==> src/rtl/power_iter_ctrl_if.sv <==
// power_iter_ctrl_if: handshake/result bundle between the power-iteration sequencer and its datapath
// master: sequencer side (drives starts and results, samples go/abort/valids/converged)
// slave:  datapath/upstream side (the reverse direction)
interface power_iter_ctrl_if #(
    parameter int ITER_W = 6
);
    logic              go;
    logic              abort;
    logic              mv_start;
    logic              mv_valid;
    logic              nrm_start;
    logic              nrm_valid;
    logic              eig_start;
    logic              eig_valid;
    logic [63:0]       eigenvalue_in;
    logic              converged;
    logic [63:0]       eigenvalue;
    logic [ITER_W-1:0] iter_count;
    logic              busy;
    logic              done;
    logic              err;

    modport master (
        input  go, abort, mv_valid, nrm_valid, eig_valid, eigenvalue_in, converged,
        output mv_start, nrm_start, eig_start, eigenvalue, iter_count, busy, done, err
    );

    modport slave (
        output go, abort, mv_valid, nrm_valid, eig_valid, eigenvalue_in, converged,
        input  mv_start, nrm_start, eig_start, eigenvalue, iter_count, busy, done, err
    );
endinterface

==> src/rtl/power_iter_ctrl.sv <==
// power_iter_ctrl: sequences mat-vec, normalise and eigenvalue units until convergence or MAX_ITER
// Ports: clk; rst (asynchronous, active-high);
//   bus (power_iter_ctrl_if.master): go/abort requests, mv/nrm/eig start-valid handshakes,
//   eigenvalue_in and converged from the datapath, registered eigenvalue/iter_count/busy/done/err.
// Optional: define POWER_ITER_WATCHDOG_EN for a per-stage STAGE_TIMEOUT watchdog (TOUT state, sticky err).
module power_iter_ctrl #(
    parameter int SIZE_N        = 8,
    parameter int MAX_ITER      = 32,
    parameter int ITER_W        = 6,
    parameter int STAGE_TIMEOUT = 1024
) (
    input logic               clk,
    input logic               rst,
    power_iter_ctrl_if.master bus
);
    typedef enum logic [2:0] {IDLE, MV, NRM, EIG, CHECK, DONE, TOUT} state_t;

    if (SIZE_N < 1 || MAX_ITER < 1 || MAX_ITER >= (1 << ITER_W) || STAGE_TIMEOUT < 1) begin : g_bad_cfg
        $error("power_iter_ctrl: invalid parameter set");
    end

    localparam logic [ITER_W-1:0] ITER_MAX = ITER_W'(MAX_ITER);

    state_t            state_q, state_d;
    logic [2:0]        start_q, start_d;
    logic              busy_q, busy_d;
    logic              done_q, done_d;
    logic [63:0]       last_eig_q, last_eig_d;
    logic [63:0]       eig_q, eig_d;
    logic [ITER_W-1:0] iter_q, iter_d;
    logic              stage_valid;
    logic              timeout;

    always_comb begin
        state_d     = state_q;
        last_eig_d  = last_eig_q;
        iter_d      = iter_q;
        eig_d       = eig_q;
        // only the unit whose start is currently asserted is listened to
        stage_valid = (state_q == MV)  ? bus.mv_valid  :
                      (state_q == NRM) ? bus.nrm_valid :
                      (state_q == EIG) ? bus.eig_valid : 1'b0;
        case (state_q)
            IDLE:  if (bus.go) begin
                       state_d = MV;
                       iter_d  = '0;
                   end
            MV:    if (stage_valid) state_d = NRM;
            NRM:   if (stage_valid) state_d = EIG;
            EIG:   if (stage_valid) begin
                       state_d    = CHECK;
                       last_eig_d = bus.eigenvalue_in;
                       iter_d     = (iter_q == ITER_MAX) ? iter_q : iter_q + 1'b1;
                   end
            CHECK: state_d = (bus.converged || iter_q == ITER_MAX) ? DONE : MV;
            default: state_d = IDLE;
        endcase
        if (timeout && !stage_valid) state_d = TOUT;
        // abort beats valid and the CHECK decision; discard any latch of this cycle
        if (bus.abort && state_q != IDLE) begin
            state_d    = IDLE;
            last_eig_d = last_eig_q;
            iter_d     = iter_q;
        end
        if (state_d == DONE) eig_d = last_eig_q;
        start_d = {state_d == EIG, state_d == NRM, state_d == MV};
        busy_d  = state_d != IDLE && state_d != DONE;
        done_d  = state_d == DONE;
    end

    always_ff @(posedge clk or posedge rst) begin
        if (rst) begin
            state_q    <= IDLE;
            start_q    <= '0;
            busy_q     <= 1'b0;
            done_q     <= 1'b0;
            last_eig_q <= '0;
            eig_q      <= '0;
            iter_q     <= '0;
        end else begin
            state_q    <= state_d;
            start_q    <= start_d;
            busy_q     <= busy_d;
            done_q     <= done_d;
            last_eig_q <= last_eig_d;
            eig_q      <= eig_d;
            iter_q     <= iter_d;
        end
    end

`ifdef POWER_ITER_WATCHDOG_EN
    localparam int WD_W = $clog2(STAGE_TIMEOUT + 1);

    logic [WD_W-1:0] wd_q, wd_d;
    logic            err_q, err_d;
    logic            in_stage;

    assign in_stage = state_q == MV || state_q == NRM || state_q == EIG;
    assign timeout  = in_stage && wd_q == WD_W'(STAGE_TIMEOUT - 1);

    always_comb begin
        // restarts from zero on every stage entry, counts only while still waiting
        wd_d  = (in_stage && state_d == state_q) ? wd_q + 1'b1 : '0;
        err_d = (state_q == IDLE && bus.go) ? 1'b0 : (state_d == TOUT) ? 1'b1 : err_q;
    end

    always_ff @(posedge clk or posedge rst) begin
        if (rst) begin
            wd_q  <= '0;
            err_q <= 1'b0;
        end else begin
            wd_q  <= wd_d;
            err_q <= err_d;
        end
    end

    assign bus.err = err_q;
`else
    assign timeout = 1'b0;
    assign bus.err = 1'b0;
`endif

    assign bus.mv_start   = start_q[0];
    assign bus.nrm_start  = start_q[1];
    assign bus.eig_start  = start_q[2];
    assign bus.busy       = busy_q;
    assign bus.done       = done_q;
    assign bus.eigenvalue = eig_q;
    assign bus.iter_count = iter_q;
endmodule
==> src/flat_wrapper.sv <==
// flat-port wrapper written by rule: the top's interface ports become plain ports
module power_iter_ctrl_flat 
#(
    parameter int SIZE_N        = 8,
    parameter int MAX_ITER      = 32,
    parameter int ITER_W        = 6,
    parameter int STAGE_TIMEOUT = 1024
)
  (clk, rst, bus_go, bus_abort, bus_mv_valid, bus_nrm_valid, bus_eig_valid, bus_eigenvalue_in, bus_converged, bus_mv_start, bus_nrm_start, bus_eig_start, bus_eigenvalue, bus_iter_count, bus_busy, bus_done, bus_err);
  power_iter_ctrl_if #(.ITER_W(ITER_W)) bus_i ();
  input logic clk;
  input logic rst;
  input wire logic [$bits(bus_i.go)-1:0] bus_go;
  input wire logic [$bits(bus_i.abort)-1:0] bus_abort;
  input wire logic [$bits(bus_i.mv_valid)-1:0] bus_mv_valid;
  input wire logic [$bits(bus_i.nrm_valid)-1:0] bus_nrm_valid;
  input wire logic [$bits(bus_i.eig_valid)-1:0] bus_eig_valid;
  input wire logic [$bits(bus_i.eigenvalue_in)-1:0] bus_eigenvalue_in;
  input wire logic [$bits(bus_i.converged)-1:0] bus_converged;
  output wire logic [$bits(bus_i.mv_start)-1:0] bus_mv_start;
  output wire logic [$bits(bus_i.nrm_start)-1:0] bus_nrm_start;
  output wire logic [$bits(bus_i.eig_start)-1:0] bus_eig_start;
  output wire logic [$bits(bus_i.eigenvalue)-1:0] bus_eigenvalue;
  output wire logic [$bits(bus_i.iter_count)-1:0] bus_iter_count;
  output wire logic [$bits(bus_i.busy)-1:0] bus_busy;
  output wire logic [$bits(bus_i.done)-1:0] bus_done;
  output wire logic [$bits(bus_i.err)-1:0] bus_err;
  assign bus_i.go = bus_go;
  assign bus_i.abort = bus_abort;
  assign bus_i.mv_valid = bus_mv_valid;
  assign bus_i.nrm_valid = bus_nrm_valid;
  assign bus_i.eig_valid = bus_eig_valid;
  assign bus_i.eigenvalue_in = bus_eigenvalue_in;
  assign bus_i.converged = bus_converged;
  assign bus_mv_start = bus_i.mv_start;
  assign bus_nrm_start = bus_i.nrm_start;
  assign bus_eig_start = bus_i.eig_start;
  assign bus_eigenvalue = bus_i.eigenvalue;
  assign bus_iter_count = bus_i.iter_count;
  assign bus_busy = bus_i.busy;
  assign bus_done = bus_i.done;
  assign bus_err = bus_i.err;
  power_iter_ctrl #(.SIZE_N(SIZE_N), .MAX_ITER(MAX_ITER), .ITER_W(ITER_W), .STAGE_TIMEOUT(STAGE_TIMEOUT)) u_core (.clk(clk), .rst(rst), .bus(bus_i));
endmodule
==> config.mk <==
export PLATFORM = sky130hd
export DESIGN_NAME = power_iter_ctrl_flat
export DESIGN_NICKNAME = d
export VERILOG_FILES = /design/src/rtl/power_iter_ctrl_if.sv /design/src/rtl/power_iter_ctrl.sv /design/src/flat_wrapper.sv
export SDC_FILE = /design/constraint.sdc
export NUM_CORES = 1
export LEC_CHECK = 0
export ABC_AREA = 1
export BUFFER_PORTS_ARGS = -buffer_cell sky130_fd_sc_hd__buf_2
export CORE_MARGIN = 2
export CORE_UTILIZATION = 57
export CTS_CLUSTER_SIZE = 12
export DETAILED_ROUTE_END_ITERATION = 12
export PLACE_DENSITY = 0.85
export SLEW_MARGIN = 10
export SYNTH_ARGS = -nofsm -noshare
export SYNTH_HDL_FRONTEND = slang
export SYNTH_SLANG_ARGS = --single-unit
==> constraint.sdc <==
create_clock -name clk -period 9.2 [get_ports clk]
set_clock_uncertainty 0.2 [all_clocks]
set_input_delay 1.38 -clock clk [delete_from_list [all_inputs] [get_ports clk]]
set_output_delay 1.38 -clock clk [all_outputs]
set_load 0.02 [all_outputs]
==> results.ini, run 1 <==
[power_and_ir_drop]
power.total_w = 0.00234
clockPowerShare = 0.323
ir_drop_v = 0.000158
seqPwrFrac = 0.411
switching_share = 0.348
total_leakage_power_nw = 4.26
p_comb_frac = 0.267
internal_power_w = 0.00153
p_per_area_mw_per_mm2 = 322
p_switching_w = 0.000815

[floorplan]
core_area_mm2 = 0.0102
pin_count = 148
row_count = 37
start_util = 0.577
die_x_um = 106
fp.dieArea_mm2 = 0.0111
dieHeight_um = 106

[timing]
post-route-period-util = 0.343
rsz0062_at_grt = no
final.min_clock_period_ps = 3150
fin_setup_tns_ps = 0
drv_slew = 0
timing.slew.headroom = 0.224
worst_pin_slew_ps = 1160
setup_violations = 0
fmax_mhz = 317
holdWs_ps = 263
hold_viol = 0

[synth]
yosysSeqAreaShare = 0.605
synth_nets = 729
synth_area_per_cell_um2 = 8.97
synth_area_mm2 = 0.00587
synth-edff-count = 0
synth_largest_area_cell = dfrtp_1
ys_ff_latch = 142
synth.top_cells.by_area = dfrtp_1 61%, nand2_1 14%, nand4_1 7.1%, o21ai_0 6.1%, inv_1 5.2%
synth_common_cells = 216 x nand2_1, 142 x dfrtp_1, 81 x inv_1
post-synth-top-count-cell = nand2_1
synth_top_cell_area_share = 0.605
yosys_warnings = 0
synth_top_flop_cell = dfrtp_1
synth_cells = 655
synth.distinct_cells = 21
postSynth.asyncResetShare = 1.00

[routing]
routed_wl_um = 13300
ant_nets = 0
via_count = 4864
drt-vias-per-instance = 5.24
drt_iter0_markers = 348
avgRoutedWirePerCell_um = 14.4
first_pass_iters = 5
drc = 0

[cells_and_area]
nNetsFinal = 855
nFillCells = 758
diodes = 0
final_core_util = 0.714
drive_gt1_frac = 0.241
area_growth_pct = 23.9

[critical_path]
reg2reg_depth = 12
worst_ep_arrival_time_ps = 3350
cp_max_fo = 67
worstPathRequired_ps = 9400
r2r-end = u_core.bus.eigenvalue[44]
setup.worst_path.end_class = flip-flop
rrSetupSlack_ps = 6390
cp-start-kind = primary input
critPathKind = in -> reg
reg2reg_from = u_core.bus.iter_count[0]
critPathLaunch = bus_eig_valid
endpoint = u_core.bus.eigenvalue[44]

[clocking]
cts_buffers = 17
h-tree-depth = 4
clkSinkCount = 142
insertion_delay_ps = 520
cts_root_buffer = clkbuf_8
clk_pin_slew_worst_paths_ps = 60
cts_tree = built
cts_resized = 0
clock_path_buffers = 2
postCtsHoldBufs = 0
post_cts_buffers = 0

[global_routing]
gr-total-overflow = 0
grt_pass1_vias = 4767
antenna_found_initial = 0
grtUsageTotal = 0.254
grt_pass1_wl_um = 22300
grt_max_degree = 130

[flow_run]
cap_violations = 0

[min_path]
min_path_type = reg -> reg
min_from = u_core.bus.eigenvalue[61]
whs_path_depth = 2

[place]
port-buffer-count = 146
dp_hpwl_um = 8330
gp_congestion = 0.797

[status]
status = finished, final reports clean

[registers in the layout, summed over array words and instances (netlist names)]
name	flops
u_core.bus.eigenvalue	64
u_core.last_eig_q	64
u_core.bus.iter_count	6
u_core.start_q	3
u_core.state_q	3
u_core.bus.busy	1
u_core.bus.done	1
[area by class of cell]
cell class / count / area [um2] / share of cell area
inverters: 85 / 324 / 0.0445
repair buffers: 150 / 761 / 0.105
flip-flops and latches: 142 / 3550 / 0.488
multi-input cells: 385 / 1810 / 0.248
well taps: 136 / 170 / 0.0234
clock inverters: 10 / 210 / 0.0289
clock buffers: 21 / 449 / 0.0617
[metrics by stage]
step	std cells	setup WS [ps]	cell area (um2)
final	929	6050	7280
after global routing	929	5880	7280
after CTS	929	5860	7270
after detailed placement	898	5340	6610
after global placement	898	5420	6610
after floorplan	655	3810	5870
[how the worst min path moves through the flow]
stage                           endpoint
2_1_floorplan       u_core.last_eig_q[0]
3_3_place_gp   u_core.bus.eigenvalue[12]
3_5_place_dp   u_core.bus.eigenvalue[36]
4_1_cts        u_core.bus.eigenvalue[61]
5_1_grt        u_core.bus.eigenvalue[38]
6_report       u_core.bus.eigenvalue[61]
[layout by cell type (no fill, tap or decap)]
cell          n
inv_6         1
inv_1        80
clkinv_2      1
nand4_1      67
xnor2_1       1
clkinv_4      2
xor2_1        3
clkbuf_1      2
buf_2       146
o21ai_0      71
inv_2         4
bufinv_16     6
nor2_1        9
nand2_1     214
clkinvlp_4    1
dfrtp_1     142
o21ai_4       1
nand2_4       1
nand3_1       8
nand2_2       1
buf_4         4
conb_1        1
ha_1          2
nor3_1        2
clkbuf_8      3
nand3_2       2
nor2_4        1
clkbuf_16    16
nand3_4       1
[metal layers]
| metal | wire length, um | up-vias | GRT usage |
|---|---|---|---|
| li1 | - | 2342 | - |
| met1 | 5640 | 2306 | 0.330 |
| met2 | 6540 | 188 | 0.412 |
| met3 | 823 | 28 | 0.0625 |
| met4 | 348 | 0 | 0.103 |
| met5 | 0 | - | 0 |
[worst max-delay path: stages]
cell and delay (ps):
buf_2 130, inv_1 60, nand4_1 130, nand3_1 100, nand2_2 60, buf_4 550, nand3_2 320, buf_4 400
nand2_1 140, nand2_1 60
[logic make-up after synthesis]
logic type,Yosys count,synth area share
fa+ha+maj,2,0.00426
buf+inv,128,0.0910
other cells,1,0.000639
simple gates,306,0.230
flops,142,0.605
compound gates,72,0.0633
xor+xnor,4,0.00597
[power groups by stage]
| stage | Clock [W] | Sequential [W] | Combinational, W |
|---|---|---|---|
| floorplan | 0 | 0.00105 | 0.000340 |
| global placement | 0 | 0.000955 | 0.000595 |
| detailed placement | 0 | 0.000965 | 0.000622 |
| CTS | 0.000766 | 0.000959 | 0.000628 |
| global route | 0.000795 | 0.000985 | 0.000700 |
| finish | 0.000756 | 0.000962 | 0.000625 |
Power figures use the tool's default switching activity.
==> run 2: changes to the inputs <==
--- a/config.mk
+++ b/config.mk
@@ -5,13 +5,13 @@
 export SDC_FILE = /design/constraint.sdc
 export NUM_CORES = 1
 export LEC_CHECK = 0
-export ABC_AREA = 1
+export ABC_AREA = 0
 export BUFFER_PORTS_ARGS = -buffer_cell sky130_fd_sc_hd__buf_2
 export CORE_MARGIN = 2
-export CORE_UTILIZATION = 57
+export CORE_UTILIZATION = 53
 export CTS_CLUSTER_SIZE = 12
 export DETAILED_ROUTE_END_ITERATION = 12
-export PLACE_DENSITY = 0.85
+export PLACE_DENSITY = 0.8
 export SLEW_MARGIN = 10
 export SYNTH_ARGS = -nofsm -noshare
 export SYNTH_HDL_FRONTEND = slang
==> constraint.sdc (replaced) <==
create_clock -name clk -period 3.1 [get_ports clk]
set_clock_uncertainty 0.2 [all_clocks]
set_input_delay 0.465 -clock clk [delete_from_list [all_inputs] [get_ports clk]]
set_output_delay 0.465 -clock clk [all_outputs]
set_load 0.02 [all_outputs]
==> run 2 against run 1 <==
Sequential power rose to 2.9 times the previous value. Wire length down 8.2%. Synthesized area down 3.0%. Clock-buffer cell count down 1. Hold slack worse by 170 ps. Global-route usage down 2.8 points. Largest cell class unchanged.
==> results.ini, run 2 <==
[global_routing]
antenna_found_initial = 0  ; unchanged
grtUsageTotal = 0.226  ; -0.0283
grt_pass1_wl_um = 20000  ; -10%
gr-total-overflow = 0  ; unchanged
grt_pass1_vias = 4017  ; -16%
grt_max_degree = 85  ; -35%

[routing]
ant_nets = 0  ; unchanged
drc = 0  ; unchanged
routed_wl_um = 12300  ; -8.2%
drt-vias-per-instance = 5.19  ; -0.88%
drt_iter0_markers = 163  ; -53%
avgRoutedWirePerCell_um = 16.8  ; +17%
first_pass_iters = 4  ; -1
via_count = 3778  ; -22%

[clocking]
cts_root_buffer = clkbuf_8
post_cts_buffers = 0  ; unchanged
clock_path_buffers = 2  ; unchanged
clk_pin_slew_worst_paths_ps = 60  ; about the same
clkSinkCount = 142  ; unchanged
cts_buffers = 17  ; unchanged
cts_tree = built
h-tree-depth = 4  ; unchanged
insertion_delay_ps = 510  ; about the same

[timing]
holdWs_ps = 95.2  ; -168 ps
rsz0062_at_grt = no
fmax_mhz = 381
setup_violations = 0  ; unchanged
hold_viol = 0  ; unchanged
fin_setup_tns_ps = 0  ; unchanged
final.min_clock_period_ps = 2630
timing.slew.headroom = 0.507  ; +0.284
post-route-period-util = 0.847
worst_pin_slew_ps = 737  ; -427 ps
layout_setup_ws_ps = 473  ; -5580 ps
drv_slew = 0  ; unchanged

[status]
status = finished, final reports clean

[min_path]
min_path_type = in -> reg

[synth]
synth_cells = 360  ; -45%
synth_area_per_cell_um2 = 15.8  ; +76%
synth_area_mm2 = 0.00569  ; -3.0%
synth_top_flop_cell = dfrtp_1
ys_ff_latch = 142  ; unchanged
synth_nets = 434  ; -40%
post-synth-top-count-cell = dfrtp_1
synth.distinct_cells = 39  ; +86%
postSynth.asyncResetShare = 1.00  ; unchanged
synth_largest_area_cell = dfrtp_1
yosysSeqAreaShare = 0.624  ; +0.0190
synth.top_cells.by_area = dfrtp_1 62%, mux2_2 15%, mux2_4 7.9%, mux2_1 4.2%, buf_2 0.97%
yosys_warnings = 0  ; unchanged
synth_common_cells = 142 x dfrtp_1, 77 x mux2_2, 30 x mux2_4
synth_top_cell_area_share = 0.624  ; +0.0190
synth-edff-count = 0  ; unchanged

[power_and_ir_drop]
p_switching_w = 0.00189  ; +130%
internal_power_w = 0.00425  ; +180%
ir_drop_v = 0.000413  ; +160%
p_comb_frac = 0.259  ; -0.008
power.total_w = 0.00614  ; +160%
total_leakage_power_nw = 4.18  ; -2.0%
p_per_area_mw_per_mm2 = 789  ; +150%
seqPwrFrac = 0.451  ; +0.040
clockPowerShare = 0.290  ; -0.033
switching_share = 0.307  ; -0.0403

[cells_and_area]
most-common-layout-cells = 146 x buf_2, 142 x dfrtp_1, 77 x mux2_2
final_common_cell = buf_2
area_growth_pct = 36.5
instances_no_fill = 728  ; -22%
nNetsFinal = 653  ; -24%
drive_gt1_frac = 0.498  ; +0.257
diodes = 0  ; unchanged

[critical_path]
worst_ep_arrival_time_ps = 2820  ; -530 ps
worstPathRequired_ps = 3290  ; -6110 ps
critPathKind = reg -> reg
slowest_delay_ps = 530  ; -20 ps
cp_max_fo = 21  ; -69%
crit_family = compound AO/OA/AOI/OAI gates
slowest_stage = a221o_4
cp-start-kind = flip-flop
cp_cell_sequence = inv_1, ha_1, nand4bb_1, nand3b_1, a221o_4, buf_4, mux2_4
path_buf_inv = 2  ; -2
setup.worst_path.end_class = flip-flop

[place]
port-buffer-count = 146  ; unchanged
post-place-ws_ps = 476  ; -4860 ps
dp.cells = 631  ; -30%
dp_hpwl_um = 7680  ; -7.8%
gp_congestion = 0.834  ; +4.7%

[floorplan]
pin_count = 148  ; unchanged
core_area_mm2 = 0.0104  ; +1.8%
dieHeight_um = 108  ; +2.0%
die_x_um = 108  ; +2.0%
start_util = 0.549  ; -0.0276
row_count = 37  ; unchanged
fp.dieArea_mm2 = 0.0116  ; +4.1%

[flow_run]
cap_violations = 0  ; unchanged

run 2: routing by layer:
metal  track usage  share of wire
met3        0.0630          0.057
met2         0.382           0.52
met5             0              0
met4        0.0925          0.019
met1         0.271           0.41
run 2: cell type report:
| class | instances | area (um2) |
|---|---|---|
| clock buffer | 20 | 435 |
| clock inverter | 12 | 90.1 |
| fill | 664 | 2590 |
| inverter | 7 | 30.0 |
| multi-input combinational | 192 | 2000 |
| sequential | 142 | 3550 |
| tap | 136 | 170 |
| timing repair buffer | 219 | 1490 |
run 2: path summary, 6_finish.rpt:
| kind | start | endpoint | slack, ps | cells after the start |
|---|---|---|---|---|
| min in group asynchronous | rst | u_core.bus.eigenvalue[45] | 430 | 4 |
| max in group asynchronous | rst | u_core.last_eig_q[5] | 1880 | 4 |
| max | u_core.bus.iter_count[0] | u_core.bus.eigenvalue[19] | 470 | 7 |
| min reg2reg | u_core.last_eig_q[7] | u_core.bus.eigenvalue[7] | 290 | 1 |
| min | bus_eig_valid | u_core.bus.iter_count[1] | 100 | 2 |
| max reg2reg | u_core.bus.iter_count[0] | u_core.bus.eigenvalue[19] | 470 | 7 |
run 2: kinds of logic (layout without fill, tap and decap cells):
family,count (synthesis),count (layout),synth area share
AO/OA/AOI/OAI,27,27,0.0334
XOR/XNOR,4,4,0.00615
adder cells (fa/ha/maj),2,2,0.00439
buffers and inverters,26,258,0.0261
flip-flops,142,142,0.624
multiplexers,128,128,0.273
other,1,1,0.000659
AND/OR/NAND/NOR,30,30,0.0323
run 2: worst register-to-register path, cell delays in order (launching register included):
cell       delay, ps
dfrtp_1          420
inv_1            130
ha_1             170
nand4bb_1        170
nand3b_1         250
a221o_4          530
buf_4            300
mux2_4           330
run 2: stage by stage:
stage	area [um2]	util
floorplan	5700	-
detailed placement	6600	0.636
global placement	6600	0.636
CTS	7770	0.750
finish	7770	0.750
global route	7770	0.750
run 2: power by group through the flow:
stage	Sequential, W	Combinational (W)	Clock (W)
detailed placement	0.00278	0.00153	0
CTS	0.00276	0.00160	0.00182
global route	0.00284	0.00171	0.00190
floorplan	0.00303	0.000745	0
global placement	0.00274	0.00147	0
finish	0.00277	0.00159	0.00178
run 2: repair_timing:
| action | 4_1_cts | 5_1_grt |
|---|---|---|
| endpoints found under the setup margin | 0 | 0 |
| gates resized for setup | 0 | 0 |
| hold endpoints to repair | 206 | 0 |
| hold buffers | 65 | 0 |
==> run 3: changes to the inputs <==
--- a/config.mk
+++ b/config.mk
@@ -5,13 +5,13 @@
 export SDC_FILE = /design/constraint.sdc
 export NUM_CORES = 1
 export LEC_CHECK = 0
-export ABC_AREA = 0
+export ABC_AREA = 1
 export BUFFER_PORTS_ARGS = -buffer_cell sky130_fd_sc_hd__buf_2
 export CORE_MARGIN = 2
-export CORE_UTILIZATION = 53
+export CORE_UTILIZATION = 48
 export CTS_CLUSTER_SIZE = 12
 export DETAILED_ROUTE_END_ITERATION = 12
-export PLACE_DENSITY = 0.8
+export PLACE_DENSITY = 0.76
 export SLEW_MARGIN = 10
 export SYNTH_ARGS = -nofsm -noshare
 export SYNTH_HDL_FRONTEND = slang
==> constraint.sdc (replaced) <==
create_clock -name clk -period 2.4 [get_ports clk]
set_clock_uncertainty 0.2 [all_clocks]
set_input_delay 0.36 -clock clk [delete_from_list [all_inputs] [get_ports clk]]
set_output_delay 0.36 -clock clk [all_outputs]
set_load 0.02 [all_outputs]
==> run 3 against run 2 <==
Design area down 0.60%. Global-route usage about the same. Final cell count up 36%. Utilization down 10 points. Highest routed layer unchanged.
==> results.ini, run 3 (synthesis gave the netlist of run 1 again) <==
[floorplan]
dieHeight_um = 115  ; +6.5%
start_util = 0.491  ; -0.0581
row_count = 40  ; +8.1%
core_area_mm2 = 0.0120  ; +15%
pin_count = 148  ; unchanged
die_x_um = 115  ; +6.5%
fp.dieArea_mm2 = 0.0131  ; +13%

[critical_path]
worstPathRequired_ps = 2520  ; -770 ps
critPathKind = reg -> reg
reg2reg_depth = 8  ; +1
worst_ep_arrival_time_ps = 2280  ; -540 ps
setup.worst_path.end_class = flip-flop
cp-start-kind = flip-flop
cp_max_fo = 42  ; +100%

[cells_and_area]
nNetsFinal = 903  ; +38%
ff_latch_area_mm2 = 0.00355  ; unchanged
drive_gt1_frac = 0.239  ; -0.259
area_growth_pct = 31.6
nFillCells = 986  ; +48%
instances_no_fill = 988  ; +36%
final_core_util = 0.646  ; -0.104
fin_area_mm2 = 0.00773  ; -0.60%
multi_input_area_mm2 = 0.00180  ; -10%
most-common-layout-cells = 214 x nand2_1, 146 x buf_2, 142 x dfrtp_1
diodes = 0  ; unchanged
final_common_cell = nand2_1

[timing]
fmax_mhz = 464  ; +22%
rsz0062_at_grt = no
drv_slew = 0  ; unchanged
setup_violations = 0  ; unchanged
fin_setup_tns_ps = 0  ; unchanged
hold_viol = 0  ; unchanged
final.min_clock_period_ps = 2150  ; -472 ps
post-route-period-util = 0.898  ; +0.0505
holdWs_ps = 10.9  ; -84.4 ps

[routing]
ant_nets = 0  ; unchanged
drc = 0  ; unchanged
routed_wl_um = 14300  ; +16%
avgRoutedWirePerCell_um = 14.4  ; -14%
drt-vias-per-instance = 5.09  ; -2.0%
drt_iter0_markers = 383  ; +130%
first_pass_iters = 4  ; unchanged
via_count = 5026  ; +33%

[power_and_ir_drop]
ir_drop_v = 0.000616  ; +49%
total_leakage_power_nw = 4.46  ; +6.8%
p_per_area_mw_per_mm2 = 1140  ; +45%

[global_routing]
grt_pass1_vias = 4879  ; +21%
grt_pass1_wl_um = 23200  ; +16%
grtUsageTotal = 0.226  ; +0.000390
grt_max_degree = 81  ; -4.7%
gr-total-overflow = 0  ; unchanged
antenna_found_initial = 0  ; unchanged

[clocking]
cts_resized = 0  ; unchanged
clkSinkCount = 142  ; unchanged
clock_path_buffers = 2  ; unchanged
h-tree-depth = 4  ; unchanged
cts_root_buffer = clkbuf_16
cts_tree = built
cts_buffers = 17  ; unchanged
insertion_delay_ps = 410  ; -100 ps
post_cts_buffers = 0  ; unchanged
clk_pin_slew_worst_paths_ps = 60  ; about the same

[place]
dp.cells = 918  ; +45%
port-buffer-count = 146  ; unchanged
gp_congestion = 0.793  ; -5.0%
dp_hpwl_um = 9060  ; +18%
placed_cell_area_mm2 = 0.00674  ; +2.2%

[min_path]
min_path_type = in -> reg
whs_path_depth = 3  ; +1

[status]
status = finished, final reports clean

[flow_run]
cap_violations = 0  ; unchanged

## run 3: area by class of cell
cell class | count | share of cell area
clock inverters | 11 | 0.0181
clock buffers | 20 | 0.0591
flip-flops and latches | 142 | 0.460
repair buffers | 198 | 0.164
inverters | 85 | 0.0418
multi-input cells | 385 | 0.233
well taps | 147 | 0.0238
## run 3: where the power goes
group / switching (W) / internal (W) / leakage [nW]
Sequential: 0.000476 / 0.00320 / 1.88
Combinational: 0.00170 / 0.000809 / 2.28
Clock: 0.000957 / 0.00168 / 0.296
Total: 0.00314 / 0.00568 / 4.46
## run 3: worst max-delay path: stages, from the launching register on
cell and delay [ps]:
dfrtp_1 450, nor2_1 220, inv_2 80, o21ai_4 220, inv_2 70, nor2_4 130
buf_4 390, inv_1 130, nor3_1 170
## run 3: stage by stage
stage / setup slack (ps) / total power (W)
floorplan: 62.9 / 0.00531
global placement: 416 / 0.00603
detailed placement: 284 / 0.00616
CTS: 226 / 0.00887
global route: 59.5 / 0.00934
finish: 245 / 0.00882
## run 3: what timing repair did
| action | CTS | global route |
|---|---|---|
| setup endpoints to repair | 0 | 0 |
| hold buffers | 39 | 0 |
| hold endpoints to repair | 180 | 0 |
## run 3: worst paths after layout
check                                               start                         to  slack, ps
worst max register to register          u_core.state_q[1]          u_core.start_q[0]        250
worst min-delay path                 bus_eigenvalue_in[6]       u_core.last_eig_q[6]         10
max in group asynchronous                             rst      u_core.last_eig_q[27]       1210
min in group asynchronous                             rst      u_core.last_eig_q[53]        410
worst max-delay path                    u_core.state_q[1]          u_core.start_q[0]        250
worst min register to register  u_core.bus.eigenvalue[22]  u_core.bus.eigenvalue[22]        270
## run 3: metal layers
metal,GRT usage,wire [um],up-vias
met3,0.0492,793,24
li1,-,-,2436
met4,0.0894,252,0
met2,0.376,6980,193
met1,0.289,6240,2373
met5,0,0,-
